**config.mk**
```make
export PLATFORM = sky130hd
export DESIGN_NAME = inst_fetch_queue_flat
export DESIGN_NICKNAME = d
export VERILOG_FILES = /design/src/rtl/fetch_pkg.sv /design/src/rtl/inst_fetch_queue_if.sv /design/src/rtl/fetch_fifo.sv /design/src/rtl/inst_fetch_queue.sv /design/src/flat_wrapper.sv
export SDC_FILE = /design/constraint.sdc
export NUM_CORES = 1
export LEC_CHECK = 0
export CAP_MARGIN = 10
export CELL_PAD_IN_SITES_DETAIL_PLACEMENT = 0
export CELL_PAD_IN_SITES_GLOBAL_PLACEMENT = 1
export CORE_MARGIN = 1
export CORE_UTILIZATION = 46
export DETAILED_ROUTE_END_ITERATION = 12
export GPL_ROUTABILITY_DRIVEN = 0
export PLACE_DENSITY_LB_ADDON = 0.1
export SETUP_SLACK_MARGIN = 0.15
export SLEW_MARGIN = 20
export SYNTH_ARGS = -nofsm -noshare
export SYNTH_HDL_FRONTEND = slang
export SYNTH_SLANG_ARGS = --single-unit
```
**constraint.sdc**
```tcl
create_clock -name clk -period 11 [get_ports clk]
set_input_delay 3.3 -clock clk [delete_from_list [all_inputs] [get_ports clk]]
set_output_delay 3.3 -clock clk [all_outputs]
set_load 0.005 [all_outputs]
```
**src/rtl/fetch_pkg.sv**
```systemverilog
// Shared widths, FSM states and queue entry type for the instruction fetch queue.
package fetch_pkg;
  localparam int DEFAULT_ADDR_W = 64;
  localparam int DEFAULT_INST_W = 32;

  typedef enum logic [1:0] {
    IDLE = 2'd0,
    WAIT = 2'd1,
    DROP = 2'd2
  } fetch_state_e;

  typedef struct packed {
    logic [DEFAULT_ADDR_W-1:0] pc;
    logic [DEFAULT_INST_W-1:0] inst;
  } fetch_entry_t;
endpackage

```
**src/rtl/inst_fetch_queue_if.sv**
```systemverilog
// Instruction-memory request/response and decode-side handshake bundle.
// master = fetch stage, slave = memory plus decode environment.
interface inst_fetch_queue_if #(
  parameter int ADDR_W = 64,
  parameter int INST_W = 32
);
  logic              imem_req_valid;
  logic [ADDR_W-1:0] imem_req_addr;
  logic              imem_req_ready;
  logic              imem_rsp_valid;
  logic [INST_W-1:0] imem_rsp_data;
  logic              inst_valid;
  logic [INST_W-1:0] inst;
  logic [ADDR_W-1:0] inst_pc;
  logic              inst_ready;

  modport master (
    output imem_req_valid, imem_req_addr,
    input  imem_req_ready, imem_rsp_valid, imem_rsp_data,
    output inst_valid, inst, inst_pc,
    input  inst_ready
  );

  modport slave (
    input  imem_req_valid, imem_req_addr,
    output imem_req_ready, imem_rsp_valid, imem_rsp_data,
    input  inst_valid, inst, inst_pc,
    output inst_ready
  );
endinterface

```
**src/rtl/fetch_fifo.sv**
```systemverilog
// First-word-fall-through FIFO with synchronous clear; head reads as zero when empty.
module fetch_fifo
  import fetch_pkg::*;
#(
  parameter int  DEPTH   = 4,
  parameter type entry_t = fetch_entry_t,
  localparam int CNT_W   = $clog2(DEPTH + 1)
) (
  input  logic             clk,
  input  logic             reset,
  input  logic             push,
  input  entry_t           push_data,
  input  logic             pop,
  input  logic             clear,
  output logic [CNT_W-1:0] count,
  output entry_t           head
);
  localparam int PTR_W = $clog2(DEPTH);

  entry_t           mem_q [DEPTH];
  logic [PTR_W-1:0] wr_ptr_q, wr_ptr_d;
  logic [PTR_W-1:0] rd_ptr_q, rd_ptr_d;
  logic [CNT_W-1:0] count_q, count_d;

  // DEPTH is a power of two, so pointer overflow is the modulo wrap.
  always_comb begin
    wr_ptr_d = wr_ptr_q;
    rd_ptr_d = rd_ptr_q;
    count_d  = count_q;
    if (clear) begin
      wr_ptr_d = '0;
      rd_ptr_d = '0;
      count_d  = '0;
    end else begin
      if (push) wr_ptr_d = wr_ptr_q + 1'b1;
      if (pop)  rd_ptr_d = rd_ptr_q + 1'b1;
      case ({push, pop})
        2'b10:   count_d = count_q + 1'b1;
        2'b01:   count_d = count_q - 1'b1;
        default: count_d = count_q;
      endcase
    end
  end

  always_ff @(posedge clk or negedge reset) begin
    if (!reset) begin
      wr_ptr_q <= '0;
      rd_ptr_q <= '0;
      count_q  <= '0;
    end else begin
      wr_ptr_q <= wr_ptr_d;
      rd_ptr_q <= rd_ptr_d;
      count_q  <= count_d;
    end
  end

  always_ff @(posedge clk) begin
    if (push && !clear) mem_q[wr_ptr_q] <= push_data;
  end

  assign count = count_q;
  assign head  = (count_q != '0) ? mem_q[rd_ptr_q] : '0;
endmodule

```
**src/rtl/inst_fetch_queue.sv**
```systemverilog
// Fetch stage: one outstanding imem read, results queued with their PC for decode.
// Optional same-cycle bypass of an empty queue when FETCH_BYPASS_EN is defined.
module inst_fetch_queue
  import fetch_pkg::*;
#(
  parameter int DEPTH  = 4,
  parameter int ADDR_W = DEFAULT_ADDR_W,
  parameter int INST_W = DEFAULT_INST_W
) (
  input  logic              clk,
  input  logic              reset,
  input  logic [ADDR_W-1:0] pc,
  output logic              pc_w,
  input  logic              flush,
  inst_fetch_queue_if.master bus
);
  localparam int CNT_W = $clog2(DEPTH + 1);

  typedef struct packed {
    logic [ADDR_W-1:0] pc;
    logic [INST_W-1:0] inst;
  } entry_t;

  fetch_state_e      state_q, state_d;
  logic [ADDR_W-1:0] req_pc_q, req_pc_d;
  logic [CNT_W-1:0]  count;
  entry_t            head, push_data;
  logic              push, pop, fifo_valid, req_hs, bypass;

  assign fifo_valid = (count != '0);
  assign push_data  = '{pc: req_pc_q, inst: bus.imem_rsp_data};

  always_comb begin
    state_d  = state_q;
    req_pc_d = req_pc_q;
    push     = 1'b0;
    bypass   = 1'b0;
    // Gated by reset so the request is quiet while the block is held in reset.
    bus.imem_req_valid = reset && (state_q == IDLE) && (count != CNT_W'(DEPTH)) && !flush;
    bus.imem_req_addr  = pc;
    req_hs = bus.imem_req_valid && bus.imem_req_ready;
    pc_w   = req_hs;
`ifdef FETCH_BYPASS_EN
    bypass = (state_q == WAIT) && bus.imem_rsp_valid && !fifo_valid && bus.inst_ready && !flush;
`endif
    case (state_q)
      IDLE: begin
        if (req_hs) begin
          req_pc_d = pc;
          state_d  = WAIT;
        end
      end
      WAIT: begin
        if (bus.imem_rsp_valid) begin
          push    = !flush && !bypass;
          state_d = IDLE;
        end else if (flush) begin
          state_d = DROP;
        end
      end
      DROP: begin
        if (bus.imem_rsp_valid) state_d = IDLE;
      end
      default: state_d = IDLE;
    endcase
  end

  always_ff @(posedge clk or negedge reset) begin
    if (!reset) begin
      state_q  <= IDLE;
      req_pc_q <= '0;
    end else begin
      state_q  <= state_d;
      req_pc_q <= req_pc_d;
    end
  end

  assign pop = fifo_valid && bus.inst_ready && !flush;

  fetch_fifo #(
    .DEPTH   (DEPTH),
    .entry_t (entry_t)
  ) u_fifo (
    .clk       (clk),
    .reset     (reset),
    .push      (push),
    .push_data (push_data),
    .pop       (pop),
    .clear     (flush),
    .count     (count),
    .head      (head)
  );

  assign bus.inst_valid = fifo_valid || bypass;
  assign bus.inst       = bypass ? bus.imem_rsp_data : head.inst;
  assign bus.inst_pc    = bypass ? req_pc_q : head.pc;
endmodule

```
**src/flat_wrapper.sv**
```systemverilog
// flat-port wrapper written by rule: the top's interface ports become plain ports
module inst_fetch_queue_flat import fetch_pkg::*;
#(
  parameter int DEPTH  = 4,
  parameter int ADDR_W = DEFAULT_ADDR_W,
  parameter int INST_W = DEFAULT_INST_W
)
  (clk, reset, pc, pc_w, flush, bus_imem_req_valid, bus_imem_req_addr, bus_imem_req_ready, bus_imem_rsp_valid, bus_imem_rsp_data, bus_inst_valid, bus_inst, bus_inst_pc, bus_inst_ready);
  inst_fetch_queue_if #(.ADDR_W(ADDR_W), .INST_W(INST_W)) bus_i ();
  input  logic clk;
  input  logic reset;
  input  logic [ADDR_W-1:0] pc;
  output logic pc_w;
  input  logic flush;
  output wire logic [$bits(bus_i.imem_req_valid)-1:0] bus_imem_req_valid;
  output wire logic [$bits(bus_i.imem_req_addr)-1:0] bus_imem_req_addr;
  input wire logic [$bits(bus_i.imem_req_ready)-1:0] bus_imem_req_ready;
  input wire logic [$bits(bus_i.imem_rsp_valid)-1:0] bus_imem_rsp_valid;
  input wire logic [$bits(bus_i.imem_rsp_data)-1:0] bus_imem_rsp_data;
  output wire logic [$bits(bus_i.inst_valid)-1:0] bus_inst_valid;
  output wire logic [$bits(bus_i.inst)-1:0] bus_inst;
  output wire logic [$bits(bus_i.inst_pc)-1:0] bus_inst_pc;
  input wire logic [$bits(bus_i.inst_ready)-1:0] bus_inst_ready;
  assign bus_imem_req_valid = bus_i.imem_req_valid;
  assign bus_imem_req_addr = bus_i.imem_req_addr;
  assign bus_i.imem_req_ready = bus_imem_req_ready;
  assign bus_i.imem_rsp_valid = bus_imem_rsp_valid;
  assign bus_i.imem_rsp_data = bus_imem_rsp_data;
  assign bus_inst_valid = bus_i.inst_valid;
  assign bus_inst = bus_i.inst;
  assign bus_inst_pc = bus_i.inst_pc;
  assign bus_i.inst_ready = bus_inst_ready;
  inst_fetch_queue #(.DEPTH(DEPTH), .ADDR_W(ADDR_W), .INST_W(INST_W)) u_core (.clk(clk), .reset(reset), .pc(pc), .pc_w(pc_w), .flush(flush), .bus(bus_i));
endmodule
```
# ---- Yosys cells after proc, flatten, opt, wreduce, memory -nomap -nowiden
# Memory sizes are Yosys's and may differ from the RTL's.
# Cells that the tools add are included.
dict set report totals {
  regBits 73
  mem_bits_rw 384
  input_bits 102
  out_inout_bits 163
  elab_cells 49
  n_memories 1
}
# memory words word_bits rd rd_clocked_by_memory_dff wr line
set memory_table {}
lappend memory_table {u_core.u_fifo.mem_q 4 96 1 0 1 fetch_fifo.sv:20} ;# entry_t mem_q [DEPTH];
dict set report classes {
  add_sub_neg 4
  n_eq_ne 8
  n_mux 16
  n_reduce_logical 15
}
# operator n
set ops {}
lappend ops {{$mux W96} 1}
lappend ops {{$mux W2} 8}
lappend ops {{$logic_and A1 B1 Y1} 7}
lappend ops {{$ne A3 B3 Y1 const B} 2}
lappend ops {{$pmux W2 S3} 1}
lappend ops {{$pmux W3 S2} 1}
lappend ops {{$reduce_bool A3 Y1} 2}
lappend ops {{$add A2 B1 Y2 const B} 2}
lappend ops {{$eq A2 B1 Y1 const B} 2}
lappend ops {{$eq A2 B2 Y1 const B} 2}
lappend ops {{$mux W1} 4}
lappend ops {{$ne A2 B2 Y1 const B} 2}
lappend ops {{$reduce_bool A2 Y1} 2}
lappend ops {{$add A3 B1 Y3 const B} 1}
lappend ops {{$mux W3} 1}
lappend ops {{$reduce_and A3 Y1} 1}
lappend ops {{$sub A3 B1 Y3 const B} 1}
lappend ops {{$logic_not A2 Y1} 1}
lappend ops {{$reduce_and A2 Y1} 1}
lappend ops {{$logic_not A1 Y1} 1}

# ---- Logic depth before layout (Yosys ltp)
# Gate-level depths: netlist (run 1).
dict set report logic_depth {
  depth_word 7
  mapped_depth 7
  ltp_nobuf 6
}

# ---- By module
# A second synthesis (run 1) with hierarchy kept.
dict set report hier_totals {
  hier_cells 867
  hier_area_um2 17908.4
}
# mod n_inst cells_per_inst area_each_um2 seq_area_each_um2
set modules_own_cells {}
lappend modules_own_cells {fetch_fifo 1 650 14884.3 11706.2}
lappend modules_own_cells {inst_fetch_queue 1 217 3024.2 1651.6}

# ---- Worst setup path after synthesis (run 1)
# OpenSTA, ideal clock, no wires.
dict set report synth_timing {
  path_type {input port to output port}
  startpoint {in flush}
  endpoint {out pc_w}
  arrival_ps 4424
  required_time_ps 7700
  setup_slack_ps 3276
  stages 6
  n_path_buf 2
  cell_sequence {or4b_1 > a21oi_2 > nand2_1 > buf_6 > buf_6 > inv_1}
}
dict set report synth_between {
  elab_chain_cells 3
}
# element line
set synth_lines {}
lappend synth_lines {{from (decl)} flat_wrapper.sv:14} ;# input logic flush;
lappend synth_lines {{$logic_not A1 Y1} inst_fetch_queue.sv:39} ;# bus.imem_req_valid = reset && (state_q == IDLE) && (count != CNT_W'(DEPTH)) && !flush;
lappend synth_lines {{$logic_and A1 B1 Y1} inst_fetch_queue.sv:39}
lappend synth_lines {{named net bus_imem_req_valid} flat_wrapper.sv:15} ;# output wire logic [$bits(bus_i.imem_req_valid)-1:0] bus_imem_req_valid;
lappend synth_lines {{$logic_and A1 B1 Y1} inst_fetch_queue.sv:41} ;# req_hs = bus.imem_req_valid && bus.imem_req_ready;
lappend synth_lines {{to (decl)} flat_wrapper.sv:13} ;# output logic pc_w;
# The timed path passes the listed nets, and every way through them passes these cells.

# ---- Final worst setup path (run 1)
dict set report layout_timing {
  startpoint {in flush}
  endpoint {out pc_w}
}
dict set report layout_between {
  elab_chain_cells 3
}
# element line
set layout_lines {}
lappend layout_lines {{$logic_not A1 Y1} inst_fetch_queue.sv:39}
lappend layout_lines {{$logic_and A1 B1 Y1} inst_fetch_queue.sv:39}
lappend layout_lines {{$logic_and A1 B1 Y1} inst_fetch_queue.sv:41}
# Every way passes these cells.

==> results of run 1 <==
power by group through the flow:
stage / clock network [mW] / registers [mW] / logic, mW
floorplan: 0 / 2.10 / 0.173
global placement: 0 / 2.12 / 0.288
detailed placement: 0 / 2.13 / 0.290
CTS: 1.68 / 2.10 / 0.292
global route: 1.75 / 2.11 / 0.307
finish: 1.64 / 2.10 / 0.284
logic make-up (layout without fill, tap and decap cells):
group | after synthesis | after routing | share of synthesized area
flops | 457 | 457 | 0.740
other cells | 0 | 1 | 0
simple gates | 123 | 123 | 0.0414
mux | 160 | 160 | 0.168
compound gates | 14 | 14 | 0.00485
xor+xnor | 5 | 5 | 0.00243
fa+ha+maj | 5 | 5 | 0.00388
buf+inv | 113 | 369 | 0.0399
layout by cell type (no fill, tap or decap), types with 4 or more instances in the layout:
cell type,n
nor2_1,8
clkbuf_16,49
dfrtp_1,71
clkinv_1,5
clkbuf_1,12
clkdlybuf4s50_1,263
buf_4,11
inv_1,5
mux2_4,38
o21ai_0,5
ha_1,4
edfxtp_1,384
mux4_2,96
clkinv_2,9
bufinv_16,7
mux2_2,26
and2_1,96
and2_4,4
state kept, by name, summed over array words and instances (netlist names):
name / count
u_core.state_q: 2
u_core.u_fifo.wr_ptr_q: 2
u_core.u_fifo.mem_q: 384
u_core.u_fifo.rd_ptr_q: 2
u_core.u_fifo.count: 3
u_core.req_pc_q: 64
routing by layer:
layer  vias up  part of all wire  GRT usage
met5         -           0.00037          0
met4         2             0.013     0.0412
met3        36             0.048     0.0376
met2       216              0.51      0.298
met1      4444              0.43      0.237
li1       3809                 -          -
per-stage QoR:
| step | instance area, um^2 | utilization | power, mW | setup WS [ns] |
|---|---|---|---|---|
| floorplan | 18100 | - | 2.27 | 3.28 |
| global placement | 20700 | 0.537 | 2.41 | 1.97 |
| detailed placement | 20700 | 0.537 | 2.42 | 1.95 |
| CTS | 22400 | 0.579 | 4.07 | 1.96 |
| global route | 22400 | 0.579 | 4.17 | 1.85 |
| finish | 22400 | 0.579 | 4.02 | 2.04 |
cell type report:
type / count / area share
Antenna cell: 1 / 0.000112
Sequential cell: 457 / 0.597
Multi-Input combinational cell: 307 / 0.179
Clock buffer: 64 / 0.0587
Clock inverter: 26 / 0.0141
Tap cell: 518 / 0.0290
Timing Repair Buffer: 274 / 0.121
Inverter: 5 / 0.000839
how the worst max path moves through the flow:
| stage | cells past startpoint | end |
|---|---|---|
| finish | 6 | pc_w |
| global placement | 6 | pc_w |
| CTS | 6 | pc_w |
| global route | 6 | pc_w |
| floorplan | 6 | pc_w |
| detailed placement | 6 | pc_w |
==> flow_metrics.py, run 1 <==
metrics = {
    "sta": {
        "fin_crit_sh": 0.815,
        "slew_headroom": 0.340,
        "fmax_mhz": 112,
        "setup_viol": 0,
        "fin_skew_ns": 0.0126,
        "fin_setup_tns_ns": 0,
        "whs_ns": 0.507,
        "grt_setup_unrepaired": "false",
        "worstMarginPinSlew_ns": 0.990,
        "period_needed_ns": 8.96,
        "hold_violations": 0,
        "finalMaxSlewViolations": 0,
    },
    "placed_design": {
        "dp_hpwl_um": 19500,
        "port_buffers": 264,
        "dpl.cell_count": 1561,
    },
    "cts": {
        "cts_post_setup_buffers_inserted": 0,
        "cts_tree": "yes",
        "clk_pin_slew_ns": 0.06,
        "numCtsBuffers": 48,
        "cts_root_buf": "clkbuf_16",
        "clockBufferDepth": 3,
        "htree_levels": 2,
        "clock_latency_ns": 0.56,
        "clock_sinks": 457,
        "ctsResizeCount": 0,
        "cts_hold_buf": 0,
    },
    "critical_path": {
        "startpoint": "flush",
        "crit_slowest_cell": "clkdlybuf4s50_1",
        "ff2ff_path_depth": 4,
        "cp_cell_sequence": "clkdlybuf4s50_1, or4b_1, a21oi_2, nand2_4, inv_1, clkdlybuf4s50_1",
        "rr_startpoint": "u_core.state_q[1]$_DFFE_PN0P_",
        "end_kind": "primary output",
        "r2r_end": "u_core.u_fifo.mem_q[1][69]$_DFFE_PP_",
        "path_common_cell": "clkdlybuf4s50_1",
        "path_class": "in2out",
        "r2r_slack_ns": 7.84,
        "startpoint_type": "primary input",
        "cp_top_family": "buffers and inverters",
        "cpPeakStageDelay_ns": 0.60,
        "critPathMaxFanout": 33,
        "crit_buf_inv": 3,
        "arrival_ns": 5.66,
        "cp.required_ns": 7.70,
    },
    "routing": {
        "route.detailed.drc": 0,
        "viasPerCell": 5.15,
        "first_pass_iters": 6,
        "drtIter0Drc": 404,
        "avgRoutedWirePerCell_um": 21.1,
        "vias": 8507,
        "drt-total-wl_um": 34800,
        "ant_nets": 0,
    },
    "grt": {
        "grt_pass1_wl_um": 53500,
        "overflow": 0,
        "grt.total_usage": 0.177,
        "grt_max_degree": 61,
        "grt_pass1_vias": 8958,
        "antenna_found_initial": 2,
    },
    "yosys": {
        "synthCells": 877,
        "ys_top_cells_by_area": "edfxtp_1 64%, mux4_2 12%, dfrtp_1 10%",
        "yosysSeqAreaShare": 0.740,
        "ys_warn_count": 0,
        "ys_async_sr_fraction": 0.160,
        "synthesis.nets": 984,
        "ys_types": 34,
        "ys_ff_latch": 457,
        "syn_area_um2": 18100,
        "synth-edff-count": 384,
        "synth_top_area_cell": "edfxtp_1",
        "synth_flop_cell": "edfxtp_1",
        "yosysMostFrequentCell": "edfxtp_1",
        "syn_area_per_cell_um2": 20.6,
        "synth_top_area_share": 0.639,
        "synth_top_cells_by_count": "384 x edfxtp_1, 100 x and2_1, 96 x mux4_2",
    },
    "cells_and_area": {
        "area_growth_pct": 23.9,
        "ff_latch_area_um2": 13400,
        "multiInputGateArea_um2": 3990,
        "fin_cells": 1652,
        "nFillCells": 2897,
        "layout.nets": 1200,
        "layout-drive-gt1-share": 0.223,
    },
    "worst_hold_path": {
        "min-delay-start": "u_core.req_pc_q[25]$_DFFE_PN0P_",
        "hold_path.class": "reg2reg",
        "min_path_cells": 0,
        "min_to": "u_core.u_fifo.mem_q[2][57]$_DFFE_PP_",
    },
    "die": {
        "boundaryPins": 265,
        "initial_core_util": 0.467,
        "num_rows": 72,
        "dieArea_um2": 40000,
        "die_w_um": 200,
        "chipHeight_um": 200,
        "core-area_um2": 38600,
    },
    "run_status": {
        "outcome": "finished, final reports clean",
    },
    "power_and_ir_drop": {
        "switching_share": 0.202,
        "peakVddDrop_uv": 100,
        "powerDensity_nw_per_um2": 180,
        "pwr-share-clk": 0.408,
        "p_comb_frac": 0.071,
        "p_int_mw": 3.21,
        "seq_power_share": 0.521,
        "p_sw_uw": 815,
        "total_leakage_power_nw": 7.57,
    },
    "flow_run": {
        "drv_cap": 0,
    },
}
Power figures use the tool's default switching activity.
==> inputs of run 2 (changes only) <==
- clock period: 11 -> 8.8 ns (I/O delays scaled with it)
==> run 2 against run 1 <==
  * Via count up 0.13%
  * Power up 20%
  * Worst setup slack worse by 0.53 ns
  * Critical endpoint unchanged
==> flow_metrics.py, run 2 (same netlist as run 1, synthesis figures left out) <==
metrics = {
    "die": {
        "die_w_um": 200,
        "core-area_um2": 38600,
        "initial_core_util": 0.467,
        "dieArea_um2": 40000,
        "boundaryPins": 265,
        "num_rows": 72,
        "chipHeight_um": 200,
    },
    "sta": {
        "hold_violations": 0,
        "fin_setup_tns_ns": 0,
        "fin_crit_sh": 0.829,
        "fin_skew_ns": 0.0268,
        "setup_ws_ns": 1.51,
        "slew_headroom": 0.339,
        "period_needed_ns": 7.29,
        "fmax_mhz": 137,
        "finalMaxSlewViolations": 0,
        "setup_viol": 0,
        "worstMarginPinSlew_ns": 0.992,
        "grt_setup_unrepaired": "false",
    },
    "critical_path": {
        "cpPeakStageDelay_ns": 0.61,
        "arrival_ns": 4.65,
        "end_kind": "primary output",
        "cp_top_family": "buffers and inverters",
        "startpoint_type": "primary input",
        "r2r_slack_ns": 5.62,
        "crit_slowest_cell": "clkdlybuf4s50_1",
        "path_common_cell": "clkdlybuf4s50_1",
        "cp_cell_sequence": "clkdlybuf4s50_1, or4b_1, a21oi_2, nand2_4, inv_1, clkdlybuf4s50_1",
        "path_class": "in2out",
        "crit_buf_inv": 3,
        "critPathMaxFanout": 12,
        "cp.required_ns": 6.16,
    },
    "cells_and_area": {
        "fin_cells": 1652,
        "nFillCells": 2946,
        "final_common_cell": "edfxtp_1",
        "multiInputGateArea_um2": 3990,
        "largest_register": "u_core.u_fifo.mem_q",
        "layout_common_cells": "384 x edfxtp_1, 263 x clkdlybuf4s50_1, 96 x mux4_2, 96 x and2_1, 71 x dfrtp_1",
        "utilization": 0.575,
        "largest_register_ffs": 384,
        "layout-drive-gt1-share": 0.216,
        "layout.nets": 1201,
        "ff_latch_area_um2": 13400,
        "area_growth_pct": 23.1,
    },
    "grt": {
        "grt_max_degree": 61,
        "grt_pass1_wl_um": 54600,
        "overflow": 0,
        "grt_pass1_vias": 8998,
        "antenna_found_initial": 1,
        "grt.total_usage": 0.180,
    },
    "cts": {
        "clockBufferDepth": 3,
        "cts_post_setup_buffers_inserted": 0,
        "cts_tree": "yes",
        "clock_sinks": 457,
        "ctsResizeCount": 0,
        "cts_root_buf": "clkbuf_16",
        "clock_latency_ns": 0.56,
        "numCtsBuffers": 47,
        "cts_hold_buf": 0,
        "clk_pin_slew_ns": 0.06,
        "htree_levels": 2,
    },
    "routing": {
        "route.detailed.drc": 0,
        "viasPerCell": 5.16,
        "avgRoutedWirePerCell_um": 21.4,
        "first_pass_iters": 6,
        "ant_nets": 0,
        "drt-total-wl_um": 35400,
        "drtIter0Drc": 350,
        "vias": 8518,
    },
    "placed_design": {
        "place_ws_ns": 1.49,
        "port_buffers": 264,
        "dp_hpwl_um": 19700,
        "dpl.cell_count": 1563,
    },
    "flow_run": {
        "drv_cap": 0,
    },
    "run_status": {
        "outcome": "finished, final reports clean",
    },
    "power_and_ir_drop": {
        "peakVddDrop_uv": 161,
        "total_leakage_power_nw": 7.49,
        "powerDensity_nw_per_um2": 218,
    },
    "worst_hold_path": {
        "hold_path.class": "reg2reg",
    },
}
## run 2: cell count changes in the layout (fill, tap and decap cells not counted), sizes merged
cell,previous run,this run
clkinv,15,13
inv,8,6
clkbuf,64,72
bufinv,7,1
buf,11,13
## run 2: where the power goes
group          internal, mW  switching [mW]  leakage, nW  total [mW]
clock                  1.07           0.790        0.705        1.86
sequential             2.52           0.105         4.34        2.62
combinational         0.236           0.121         2.44       0.357
## run 2: through the flow
stage	area [um^2]	power [mW]	hold slack, ns
after floorplan	18100	2.84	0.470
after global placement	20800	3.02	0.491
after detailed placement	20800	3.03	0.498
after CTS	22200	4.90	0.509
after global routing	22200	5.03	0.530
final	22200	4.84	0.509
## run 2: worst reg2reg max path, delay by kind of cell (launching register included)
kind	cells	cell delay [ns]
DFF	1	0.41
buffers and inverters	1	0.70
and+or+nand+nor	3	1.68
## run 2: area by class of cell
type | count | share of cell area
diodes | 1 | 0.000113
well taps | 518 | 0.0292
multi-input cells | 307 | 0.180
clock inverters | 16 | 0.00524
inverters | 5 | 0.000845
clock buffers | 72 | 0.0599
flip-flops and latches | 457 | 0.602
repair buffers | 276 | 0.123
## run 2: final timing paths
kind | startpoint | endpoint | cells past startpoint
worst max register to register | u_core.state_q[1]$_DFFE_PN0P_ | u_core.u_fifo.mem_q[3][79]$_DFFE_PP_ | 4
max in group asynchronous | reset | u_core.req_pc_q[56]$_DFFE_PN0P_ | 2
worst min-delay path | u_core.req_pc_q[57]$_DFFE_PN0P_ | u_core.u_fifo.mem_q[0][89]$_DFFE_PP_ | 0
worst max-delay path | flush | pc_w | 6
min in group asynchronous | reset | u_core.req_pc_q[3]$_DFFE_PN0P_ | 1
worst min register to register | u_core.req_pc_q[57]$_DFFE_PN0P_ | u_core.u_fifo.mem_q[0][89]$_DFFE_PP_ | 0
## run 2: layer usage
| metal | share of wire | global-route usage |
|---|---|---|
| met3 | 0.048 | 0.0334 |
| met4 | 0.018 | 0.0475 |
| met2 | 0.49 | 0.296 |
| met1 | 0.44 | 0.247 |
| met5 | 0.00031 | 0 |
